===== src/rtl/uart_packet_decoder.sv =====
// uart_packet_decoder: SYNC_BYTE, LEN, payload framing into a readout buffer.
// Define UART_PKT_CHECKSUM_EN to require a trailing mod-256 checksum byte.
module uart_packet_decoder #(
   parameter logic [7:0] SYNC_BYTE = 8'hAA,
   parameter int MAX_LEN = 16
) (
   input  logic       CLK_i,
   input  logic       Reset_i,
   input  logic       byte_valid_i,
   input  logic [7:0] byte_i,
   input  logic       rd_en_i,
   output logic       pkt_valid_o,
   output logic [4:0] pkt_len_o,
   output logic [7:0] rd_data_o,
   output logic       err_o,
   output logic [1:0] err_code_o
);
`ifdef UART_PKT_CHECKSUM_EN
   typedef enum logic [2:0] {HUNT, LEN, DATA, CHK, OUT} state_t;
   logic [7:0] sum;
`else
   typedef enum logic [2:0] {HUNT, LEN, DATA, OUT} state_t;
`endif
   localparam logic [7:0] MAX = 8'(MAX_LEN);
   state_t state, state_n;
   logic [4:0] len, wr_ptr, rd_ptr;
   logic [7:0] mem [32];
   logic err_n;
   logic [1:0] code_n;
   assign pkt_valid_o = state == OUT;
   assign pkt_len_o = len;
   assign rd_data_o = mem[rd_ptr];
   always_comb begin
      state_n = state;
      err_n = 1'b0;
      code_n = err_code_o;
      case (state)
         HUNT: if (byte_valid_i && byte_i == SYNC_BYTE) state_n = LEN;
         LEN: if (byte_valid_i) begin
            if (byte_i == 8'd0 || byte_i > MAX) begin
               state_n = HUNT;
               err_n = 1'b1;
               code_n = 2'b01;
            end else state_n = DATA;
         end
`ifdef UART_PKT_CHECKSUM_EN
         DATA: if (byte_valid_i && wr_ptr == len - 5'd1) state_n = CHK;
         CHK: if (byte_valid_i) begin
            state_n = byte_i == sum ? OUT : HUNT;
            err_n = byte_i != sum;
            code_n = byte_i != sum ? 2'b10 : err_code_o;
         end
`else
         DATA: if (byte_valid_i && wr_ptr == len - 5'd1) state_n = OUT;
`endif
         OUT: begin
            // a byte arriving while a frame is held is lost, even on the final read
            if (rd_en_i && rd_ptr == len - 5'd1) state_n = HUNT;
            if (byte_valid_i) begin
               err_n = 1'b1;
               code_n = 2'b11;
            end
         end
         default: state_n = HUNT;
      endcase
   end
   always_ff @(posedge CLK_i or posedge Reset_i)
      if (Reset_i) begin
         state <= HUNT;
         len <= '0;
         wr_ptr <= '0;
         rd_ptr <= '0;
         err_o <= 1'b0;
         err_code_o <= 2'b00;
`ifdef UART_PKT_CHECKSUM_EN
         sum <= '0;
`endif
      end else begin
         state <= state_n;
         err_o <= err_n;
         err_code_o <= code_n;
         if (state == LEN && state_n == DATA) begin
            len <= byte_i[4:0];
            wr_ptr <= '0;
         end
         if (state == DATA && byte_valid_i) wr_ptr <= wr_ptr + 5'd1;
         if (state == HUNT) rd_ptr <= '0;
         else if (state == OUT && rd_en_i) rd_ptr <= rd_ptr + 5'd1;
`ifdef UART_PKT_CHECKSUM_EN
         if (state == HUNT) sum <= '0;
         else if (state == LEN && byte_valid_i) sum <= byte_i;
         else if (state == DATA && byte_valid_i) sum <= sum + byte_i;
`endif
      end
   always_ff @(posedge CLK_i)
      if (state == DATA && byte_valid_i) mem[wr_ptr] <= byte_i;
endmodule


===== config.mk =====
export PLATFORM = sky130hd
export DESIGN_NAME = uart_packet_decoder
export DESIGN_NICKNAME = d
export VERILOG_FILES = /design/src/rtl/uart_packet_decoder.sv
export SDC_FILE = /design/constraint.sdc
export NUM_CORES = 1
export LEC_CHECK = 0
export ABC_CLOCK_PERIOD_IN_PS = 4100
export BUFFER_PORTS_ARGS = -buffer_cell sky130_fd_sc_hd__buf_2
export CAP_MARGIN = 25
export CORE_MARGIN = 2
export CORE_UTILIZATION = 45
export DETAILED_ROUTE_END_ITERATION = 7
export GPL_TIMING_DRIVEN = 1
export HOLD_SLACK_MARGIN = 0.02
export RECOVER_POWER = 25
export REMOVE_ABC_BUFFERS = 1
export SETUP_SLACK_MARGIN = 0.5
export SYNTH_ARGS = -nofsm -noshare
export SYNTH_HDL_FRONTEND = slang
export SYNTH_SLANG_ARGS = --single-unit

===== constraint.sdc =====
create_clock -name CLK_i -period 4.1 [get_ports CLK_i]
set_input_delay 0.41 -clock CLK_i [delete_from_list [all_inputs] [get_ports CLK_i]]
set_output_delay 0.41 -clock CLK_i [all_outputs]
set_load 0.02 [all_outputs]

### Yosys cells after proc, flatten, opt, wreduce, memory -nomap -nowiden

Memories as Yosys holds them, arrays and structs flattened.
Index checks and enable logic that the tools add are counted.

* input bits: 12
* memories kept: 1
* logic and storage cells: 54
* bits in registers: 21
* output and inout bits: 17
* bits in writable memories: 256

* equality and inequality tests: 10
* $lt $le $gt $ge: 1
* $add $sub $neg: 3
* muxes and demuxes: 20
* reduce and logical (&&, ||, !) cells: 13

Memory list
* mem: words 32, width 8, read ports 1, clocked after Yosys merged registers in 0, write ports 1, RTL line 27 `logic [7:0] mem [32];`

Operators by type and width (count)
* $mux W5: 4
* $mux W3: 4
* $pmux W3 S4: 1
* $add A5 B1 Y5 const B: 2
* $eq A5 B5 Y1: 2
* $eq A3 B2 Y1 const B: 3
* $eq A8 B8 Y1 const B: 1
* $gt A8 B5 Y1 const B: 1
* $logic_not A8 Y1: 1
* $mux W2: 4
* $logic_and A1 B1 Y1: 6
* $ne A2 B2 Y1 const B: 3
* $reduce_bool A2 Y1: 3
* $mux W1: 5
* $sub A5 B1 Y5 const B: 1
* $pmux W2 S2: 1
* $reduce_and A4 Y1: 1
* $eq A3 B1 Y1 const B: 1
* $logic_not A3 Y1: 1
* $pmux W1 S2: 1
* $logic_or A1 B1 Y1: 1

### Depth between registers and ports, before layout

* word-level depth: 9
* depth in mapped cells: 8
* gate-level depth less buffers: 7

### Worst setup path after synthesis

Ideal clock, no wire load.

* path type: register to output
* start point: register rd_ptr[0]
* end point: output rd_data_o[0]
* path slack: 2.052 ns
* path buffers: 2
* data arrival time: 1.638 ns
* required time: 3.690 ns
* cell stages (with the launch flop): 6
* path through: dfrtp_1 buf_6 buf_6 mux4_1 mux2i_1 o221ai_1

* cells in the longest elaborated chain, start to end: 1

RTL lines
* from (decl): RTL line 26 `logic [4:0] len, wr_ptr, rd_ptr;`
* from (signal assigned): RTL line 88 `else if (state == OUT && rd_en_i) rd_ptr <= rd_ptr + 5'd1;`
* $mem_v2 Z32 W8
* to (decl): RTL line 14 `output logic [7:0] rd_data_o,`

No other way between the ends.

### Worst setup path after layout

* start point: register rd_ptr[1]
* end point: output rd_data_o[5]

Same word-level chain as after synthesis.

==> impl_metrics.ini <==
[clock_network]
cts.clk_slew.worst_paths_ns = 0.06
cts_tree = done
clk_latency_ns = 0.56
cts_made_buffers = 29
clock-sinks = 277
cts_buffer_depth = 3
cts_root_buffer = clkbuf_16
cts_setup_buffers = 0
htree_num_levels = 1
ctsResizeCount = 0
cts_hold_buf = 0

[synthesis]
syn_inst = 660
synth_seq_cells = 277
netlist-cell-type-count = 63
synth_top_cells_by_count = edfxtp_1 (256), mux2i_1 (81), nor2_1 (35)
synth.avg_cell_area_um2 = 17.4
synth_top_area_share_pct = 66.8
synth_area_leader_cell = edfxtp_1
synth_edf_count = 256
ys_seq_area_share_pct = 71.4
yosysMostFrequentCell = edfxtp_1
yosys-top-cells-area = edfxtp_1 (67%), mux2i_1 (7.0%), mux4_2 (5.1%), dfrtp_1 (4.6%), mux4_1 (1.4%)
synth_top_flop_cell = edfxtp_1
syn_area_mm2 = 0.0115
async_flop_share_pct = 7.58
ys_warn_count = 0

[drt]
dr.pass1.iters = 6
drt.antenna.violating_nets = 0
wl_per_cell_um = 24.2
wl_um = 25200
via_per_inst = 5.80
routed-via-count = 6047
drtIter0Drc = 604
drc = 0

[setup_path]
crit_path_start_kind = register
critPathTopFamily = compound AO/OA/AOI/OAI gates
path_cells = buf_12 > mux2i_1 > a22o_1 > nor3_1 > a31oi_1 > o221ai_1 > buf_2
critPathKind = register to output pin
max_stage_delay_ns = 0.69
critPathRequiredTime_ns = 3.69
slowest_stage = dfrtp_4
path_max_fanout = 43
worstSetupEndpointType = output pin
path_buf_inv = 2
crit_arrival_ns = 2.93
reg2reg_slack_ns = 1.40

[floorplanning]
num_rows = 58
dieArea_mm2 = 0.0269
ioPinCount = 29
die_h_um = 164
start_util_pct = 45.8
core_mm2 = 0.0251
chipWidth_um = 164

[timing]
period_needed_ns = 3.34
rsz0062_at_grt = false
whs_ns = 0.0653
maxSlewHeadroom_pct = -26.8
worst_pin_slew_ns = 1.90
setup-violations-final = 0
fin_crit_sh_pct = 81.4
hold_violations = 0
drv_slew = 140
fmax_ghz = 0.300
finalClockSkew_ns = 0.0317

[finish]
area_growth_pct = 11.3
nets = 707
drive_gt1_share_pct = 17.4
fillers = 2065
multi_input_area_mm2 = 0.00302
final_core_utilization_pct = 51.0
register_area_mm2 = 0.00822
fin_area_mm2 = 0.0128
n_antenna_cell = 0

[job]
cap_violations = 4

[global_route]
grt_antenna_before_repair = 1
grt_pass1_vias = 6096
grt_overflow = 0
grt_usage_pct = 19.2
grt_pass1_wl_um = 38300
grt_max_degree = 44

[outcome]
violations = capacitance limit, slew limit
status = complete, but fails checks

[power_and_ir_drop]
pwr-share-seq_pct = 54.3
clkPwrFrac_pct = 44.4
finalPower_mw = 5.70
swShare_pct = 19.7
p_int_mw = 4.57
leakage_nw = 3.98
p_switching_mw = 1.12
powerDensity_mw_per_mm2 = 445
p_comb_share_pct = 1.3
vdd_ir_drop_max_uv = 297

[min_path]
hold_class = primary input to asynchronous set/reset pin

[placement]
placed_cell_area_mm2 = 0.0119
dp_hpwl_um = 15300
portBuffers = 28
globalplace.congestion = 0.814
cells by family after synthesis:
kind of cell	share of synthesized area [%]
other	0.0326
AOI/OAI and AO/OA	5.31
DFF	71.4
adders and majority gates	0.652
and+or+nand+nor	5.13
xor gates and xnor gates	0.913
buffers and inverters	2.40
muxes	14.2
layout by cell type (no fill, tap or decap), drive strengths merged, types with 3 or more instances in the layout:
cell / netlist / layout
edfxtp: 256 / 256
mux2i: 81 / 81
clkbuf: 6 / 49
nor2: 37 / 37
mux4: 32 / 32
buf: 33 / 29
nand2: 27 / 27
dfrtp: 21 / 21
a22o: 17 / 17
o21ai: 16 / 16
a31oi: 12 / 12
nor3: 12 / 12
a21oi: 11 / 11
o221ai: 9 / 9
inv: 7 / 9
a22oi: 8 / 8
clkinv: 0 / 8
xnor2: 7 / 7
mux2: 7 / 7
ha: 6 / 6
nand3: 5 / 5
xor2: 5 / 5
nand3b: 5 / 5
nand2b: 3 / 3
nor4: 3 / 3
or3b: 3 / 3
sequential cells by signal, indices dropped and copies added (netlist names):
| signal | cells |
|---|---|
| err_code_o | 2 |
| rd_ptr | 5 |
| wr_ptr | 5 |
| pkt_len_o | 5 |
| state | 3 |
| mem | 256 |
| err_o | 1 |
per-stage QoR:
step                instances  setup WS, ns  setup TNS (ns)
finish                   1042         0.764               0
global route             1042         0.612               0
CTS                      1042         0.765               0
detailed placement        988          1.36               0
global placement          988          1.35               0
floorplan                 621        -0.290           -2.29
final timing paths:
kind / start / endpoint / depth (start not counted)
worst max-delay path: rd_ptr[1] / rd_data_o[5] / 7
worst min-delay path: Reset_i / rd_ptr[2] / 2
worst max register to register: state[2] / mem[4][4] / 4
worst min register to register: err_code_o[0] / err_code_o[0] / 1
max in group asynchronous: Reset_i / rd_ptr[1] / 2
min in group CLK_i: byte_valid_i / err_o / 3
power by group through the flow:
| stage | clock [mW] | combinational (mW) | sequential (mW) |
|---|---|---|---|
| after floorplan | 0 | 0.0106 | 3.15 |
| after global placement | 0 | 0.0758 | 3.15 |
| after detailed placement | 0 | 0.0810 | 3.15 |
| after CTS | 2.57 | 0.0802 | 3.09 |
| after global routing | 2.69 | 0.0834 | 3.09 |
| final | 2.53 | 0.0768 | 3.09 |
worst reg2reg max path, delay by kind of cell, from the launching register on:
kind / cells / cell delay [ns]
flops: 1 / 0.49
simple gates: 4 / 1.81
layout make-up:
class	count	share of cell area [%]
multi-input combinational	337	23.6
inverter	7	0.205
clock inverter	13	0.830
clock buffer	41	6.48
tap	330	3.22
timing repair buffer	37	1.56
sequential	277	64.1
metal layers:
| metal | vias to the layer above | share of wire [%] | track usage [%] |
|---|---|---|---|
| li1 | 2698 | - | - |
| met1 | 3051 | 46 | 29.5 |
| met2 | 246 | 44 | 28.3 |
| met3 | 52 | 6.6 | 2.70 |
| met4 | 0 | 3.1 | 6.50 |
| met5 | - | 0 | 0 |
Power figures use the tool's default switching activity.
